[src/rtl/muldiv_iter_unit.sv]
// Iterative RV32M unit: 2-cycle multiplier and 32-step restoring divider.
// Fixed latency per class so writeback scheduling stays deterministic.
module muldiv_iter_unit (
    input  logic        clk,
    input  logic        rst,
    input  logic        valid_i,
    input  logic [2:0]  op_i,
    input  logic [31:0] operand_ra_i,
    input  logic [31:0] operand_rb_i,
    input  logic        flush_i,
    output logic        busy_o,
    output logic        ready_o,
    output logic [31:0] result_o
);

    typedef enum logic [1:0] {
        S_IDLE,
        S_MUL,
        S_DIV,
        S_DONE
    } state_t;

    state_t      r_state;
    logic [1:0]  r_op;
    logic [31:0] r_ra;
    logic [31:0] r_rb;
    logic [31:0] r_quo;
    logic [31:0] r_rem;
    logic [31:0] r_div;
    logic [5:0]  r_cnt;
    logic        r_neg_q;
    logic        r_neg_r;
    logic        r_dz;
    logic        r_busy;
    logic        r_ready;
    logic [31:0] r_result;

    logic        w_a_sx;
    logic        w_b_sx;
    logic [63:0] w_a64;
    logic [63:0] w_b64;
    logic [63:0] w_prod;
    logic [31:0] w_mul_res;

    logic        w_sdiv;
    logic [31:0] w_ra_mag;
    logic [31:0] w_rb_mag;
    logic [32:0] w_rem_sh;
    logic        w_ge;
    logic [31:0] w_sub;
    logic [31:0] w_rem_nx;
    logic [31:0] w_quo_nx;
    logic [31:0] w_q_fix;
    logic [31:0] w_r_fix;
    logic [31:0] w_div_res;

    // Low 64 bits of the 33x33 signed product are all any M op selects.
    assign w_a_sx    = (r_op != 2'b11) & r_ra[31];
    assign w_b_sx    = ~r_op[1] & r_rb[31];
    assign w_a64     = {{32{w_a_sx}}, r_ra};
    assign w_b64     = {{32{w_b_sx}}, r_rb};
    assign w_prod    = w_a64 * w_b64;
    assign w_mul_res = (r_op == 2'b00) ? w_prod[31:0] : w_prod[63:32];

    assign w_sdiv   = ~op_i[0];
    assign w_ra_mag = (w_sdiv & operand_ra_i[31]) ? -operand_ra_i : operand_ra_i;
    assign w_rb_mag = (w_sdiv & operand_rb_i[31]) ? -operand_rb_i : operand_rb_i;

    // Dividend bits shift out of the top of r_quo as quotient bits shift in.
    assign w_rem_sh = {r_rem, r_quo[31]};
    assign w_ge     = w_rem_sh >= {1'b0, r_div};
    assign w_sub    = w_rem_sh[31:0] - r_div;
    assign w_rem_nx = w_ge ? w_sub : w_rem_sh[31:0];
    assign w_quo_nx = {r_quo[30:0], w_ge};

    assign w_q_fix   = r_neg_q ? -w_quo_nx : w_quo_nx;
    assign w_r_fix   = r_neg_r ? -w_rem_nx : w_rem_nx;
    assign w_div_res = r_dz ? (r_op[1] ? r_ra : 32'hFFFF_FFFF)
                            : (r_op[1] ? w_r_fix : w_q_fix);

    always_ff @(posedge clk or posedge rst) begin
        if (rst) begin
            r_state  <= S_IDLE;
            r_op     <= 2'b00;
            r_ra     <= '0;
            r_rb     <= '0;
            r_quo    <= '0;
            r_rem    <= '0;
            r_div    <= '0;
            r_cnt    <= '0;
            r_neg_q  <= 1'b0;
            r_neg_r  <= 1'b0;
            r_dz     <= 1'b0;
            r_busy   <= 1'b0;
            r_ready  <= 1'b0;
            r_result <= '0;
        end else if (flush_i) begin
            r_state <= S_IDLE;
            r_cnt   <= '0;
            r_busy  <= 1'b0;
            r_ready <= 1'b0;
        end else begin
            r_ready <= 1'b0;
            unique case (r_state)
                S_IDLE, S_DONE: begin
                    r_state <= S_IDLE;
                    if (valid_i) begin
                        r_op    <= op_i[1:0];
                        r_ra    <= operand_ra_i;
                        r_rb    <= operand_rb_i;
                        r_quo   <= w_ra_mag;
                        r_rem   <= '0;
                        r_div   <= w_rb_mag;
                        r_neg_q <= w_sdiv & (operand_ra_i[31] ^ operand_rb_i[31]);
                        r_neg_r <= w_sdiv & operand_ra_i[31];
                        r_dz    <= (operand_rb_i == 32'd0);
                        r_busy  <= 1'b1;
                        if (op_i[2]) begin
                            r_state <= S_DIV;
                            r_cnt   <= 6'd32;
                        end else begin
                            r_state <= S_MUL;
                        end
                    end
                end
                S_MUL: begin
                    r_result <= w_mul_res;
                    r_ready  <= 1'b1;
                    r_busy   <= 1'b0;
                    r_state  <= S_DONE;
                end
                S_DIV: begin
                    r_rem <= w_rem_nx;
                    r_quo <= w_quo_nx;
                    r_cnt <= r_cnt - 6'd1;
                    if (r_cnt == 6'd1) begin
                        r_result <= w_div_res;
                        r_ready  <= 1'b1;
                        r_busy   <= 1'b0;
                        r_state  <= S_DONE;
                    end
                end
                default: begin
                    r_state <= S_IDLE;
                    r_busy  <= 1'b0;
                end
            endcase
        end
    end

    assign busy_o   = r_busy;
    assign ready_o  = r_ready;
    assign result_o = r_result;

endmodule
[config.mk]
export PLATFORM = sky130hd
export DESIGN_NAME = muldiv_iter_unit
export DESIGN_NICKNAME = d
export VERILOG_FILES = /design/src/rtl/muldiv_iter_unit.sv
export SDC_FILE = /design/constraint.sdc
export NUM_CORES = 2
export LEC_CHECK = 0
export BUFFER_PORTS_ARGS = -buffer_cell sky130_fd_sc_hd__buf_2
export CORE_ASPECT_RATIO = 1.75
export CORE_MARGIN = 2
export CORE_UTILIZATION = 39
export CTS_CLUSTER_DIAMETER = 100
export CTS_CLUSTER_SIZE = 8
export DETAILED_ROUTE_END_ITERATION = 10
export PLACE_DENSITY_LB_ADDON = 0.1
export SETUP_SLACK_MARGIN = 0.02
export SYNTH_ARGS = -nofsm -noshare
export SYNTH_HDL_FRONTEND = slang
export SYNTH_SLANG_ARGS = --single-unit
[constraint.sdc]
create_clock -name clk -period 12.18 [get_ports clk]
set_input_delay 0.609 -clock clk [delete_from_list [all_inputs] [get_ports clk]]
set_output_delay 0.609 -clock clk [all_outputs]
set_load 0.1 [all_outputs]
==> flow_summary.ini <==
[finish]
layout_commonest_cell = inv_1
post_route_cells_drive_above_1_share_pct = 6.40
fin_cells = 7448
final_cell_mix = inv_1 (1163), fa_1 (1126), nand2_1 (931), and2_1 (365), ha_1 (251)
syn_to_final_growth_pct = 5.74
fin_nets = 7181

[routing]
vias = 41100
drtIter0Drc = 2695
drc = 0
vias_per_cell = 5.52
post_drt_wl_per_cell_um = 28.0
ant_nets = 0
wirelength_mm = 208
drt_pre_antenna_iters = 8

[job]
cap_violations = 0

[global_route]
grt_max_degree = 94
antenna_found_initial = 14
grt_pass1_vias = 45100
grt_pass1_wl_mm = 305
overflow = 0
grt_usage_pct = 31.1

[sta]
setup_tns_ns = 0
min_period_ns = 9.63
grt_setup_unrepaired = no
worstMarginPinSlew_ns = 1.19
drv_slew = 0
setup_viol = 0
setup_ws_ns = 2.55
slew_headroom_pct = 19.7
hold_viol = 0
max_freq_ghz = 0.104
post-route-period-util_pct = 79.1
fin_worst_skew_ns = 0.0370

[yosys]
syn-num-nets = 7277
synth-seq-cells = 206
yosysWarnings = 0
synth.avg_cell_area_um2 = 8.93
yosysSeqAreaShare_pct = 9.90
syn_inst = 5828
synth_edf_count = 0
async_flop_share_pct = 100
netlist_area_um2 = 52100
ys.flop_type = dfrtp_1
synth_cell_types = 90

[place]
routabilityCongestion = 0.979
dpl.hpwl_mm = 163
dp_cells = 7400
pre_cts_ws_ns = 2.58
port_buffers = 104

[floorplan]
design.die.area_um2 = 137000
core_area_um2 = 133000
num_rows = 177
die-height_um = 487
ios = 105
start_util_pct = 39.3
die-width_um = 280

[worst_hold_path]
hp-class = in2async

[critical_path]
path_class = reg2reg
cp_max_fo = 26
worst_setup_path_end_kind = flip-flop
crit_arrival_ns = 10.19
critPathLaunchType = flip-flop
cp.required_ns = 12.74

[clocking]
post_cts_buffers = 0
clk_latency_ns = 0.66
cts-resized-gates = 0
holdBufCountCts = 0
cts-root-buf = clkbuf_16
cts_buffer_depth = 3
cts_sinks = 206
cts_tree = built
numCtsBuffers = 30
htree_levels = 1
cts.clk_slew.worst_paths_ns = 0.06

[status]
outcome = complete, no violations
-- worst max-delay path: stages (launching register included) --
cell and delay, ns:
dfrtp_1 0.39, buf_4 0.37, inv_1 0.39, nand2_1 0.62, buf_4 0.55, nor2_1 0.11, fa_1 0.52, fa_1 0.44
fa_1 0.51, fa_1 0.43, fa_1 0.51, fa_1 0.43, fa_1 0.50, inv_1 0.07, fa_1 0.51, inv_1 0.06
ha_1 0.55, nand4_1 0.27, a21oi_1 0.20, o21ai_0 0.26, o41a_1 0.56, o311a_1 0.39, o31ai_1 0.39, o31ai_1 0.12
xor2_1 0.16, o211ai_1 0.19
-- registers in the layout, summed over array words and instances (netlist names) --
register,count
result_o,32
r_dz,1
r_op,2
r_rem,32
ready_o,1
r_ra,32
r_cnt,6
r_div,31
r_rb,32
r_quo,32
busy_o,1
r_neg_r,1
r_state,2
r_neg_q,1
-- cell families after synthesis --
| kind of cell | count (synthesis) | share of synthesized area [%] |
|---|---|---|
| compound gates | 731 | 8.96 |
| xor+xnor | 206 | 3.47 |
| fa+ha+maj | 1378 | 49.3 |
| buf+inv | 1514 | 11.1 |
| flops | 206 | 9.90 |
| mux | 88 | 1.84 |
| simple gates | 1705 | 15.4 |
-- synth_stat cells, drive strengths merged (6+ instances only) --
cell	n	share of area, %
inv	1164	8.4
fa	1126	43
nand2	933	6.7
and2	365	4.4
clkbuf	336	2.5
ha	252	6.1
o21ai	208	2.0
dfrtp	206	9.9
a21oi	183	1.8
nor2	139	1.0
xnor2	122	2.1
xor2	84	1.4
mux2	61	1.3
a21o	52	0.75
nor3	50	0.48
o211ai	43	0.63
o31ai	33	0.48
nand3	31	0.30
a22oi	30	0.43
mux2i	27	0.52
a31oi	25	0.30
nand2b	23	0.29
nand4	23	0.28
a211oi	21	0.31
nor4	20	0.27
o21a	20	0.30
or2	20	0.24
and3	19	0.23
or3	19	0.23
nor2b	16	0.19
o41ai	15	0.27
buf	14	0.20
o221ai	14	0.24
or4	14	0.20
o21bai	12	0.17
a221o	8	0.15
o22ai	8	0.096
a221oi	7	0.13
nand3b	7	0.10
a311oi	6	0.11
and4	6	0.10
nor3b	6	0.096
-- final timing paths --
path,depth (start not counted),startpoint,endpoint,slack (ns)
min in group clk,2,operand_ra_i[17],r_ra[17],0.25
min reg2reg,2,result_o[7],result_o[7],0.47
max reg2reg,25,r_op[1],result_o[30],2.55
min,2,rst,r_cnt[2],0.04
max,25,r_op[1],result_o[30],2.55
max in group asynchronous,4,rst,r_rb[14],9.75
-- stage by stage --
stage / area [um2] / hold WS [ns] / utilization (%)
finish: 55100 / 0.0445 / 41.5
global route: 55000 / 0.135 / 41.5
CTS: 55000 / 0.123 / 41.5
detailed placement: 54200 / 0.465 / 40.9
global placement: 54200 / 0.459 / 40.9
floorplan: 52100 / 0.450 / -
-- area by class of cell --
cell class                 count  area, um2
inverter                    1164       4380
antenna                       11       27.5
timing repair buffer         222       1410
clock buffer                  35        779
multi-input combinational   4108      41100
clock inverter                 2       38.8
fill                       13500      77600
tap                         1700       2130
sequential                   206       5160
-- per-layer routing --
metal	wire [um]	global-route usage [%]	vias to the layer above
li1	-	-	17600
met1	71900	33.7	21500
met2	107000	55.6	1512
met3	10100	2.68	544
met4	19400	24.0	0
met5	0	0	-
Power is not shown: default switching activity piles up to over one toggle a cycle in this logic, so the estimate is an artifact.
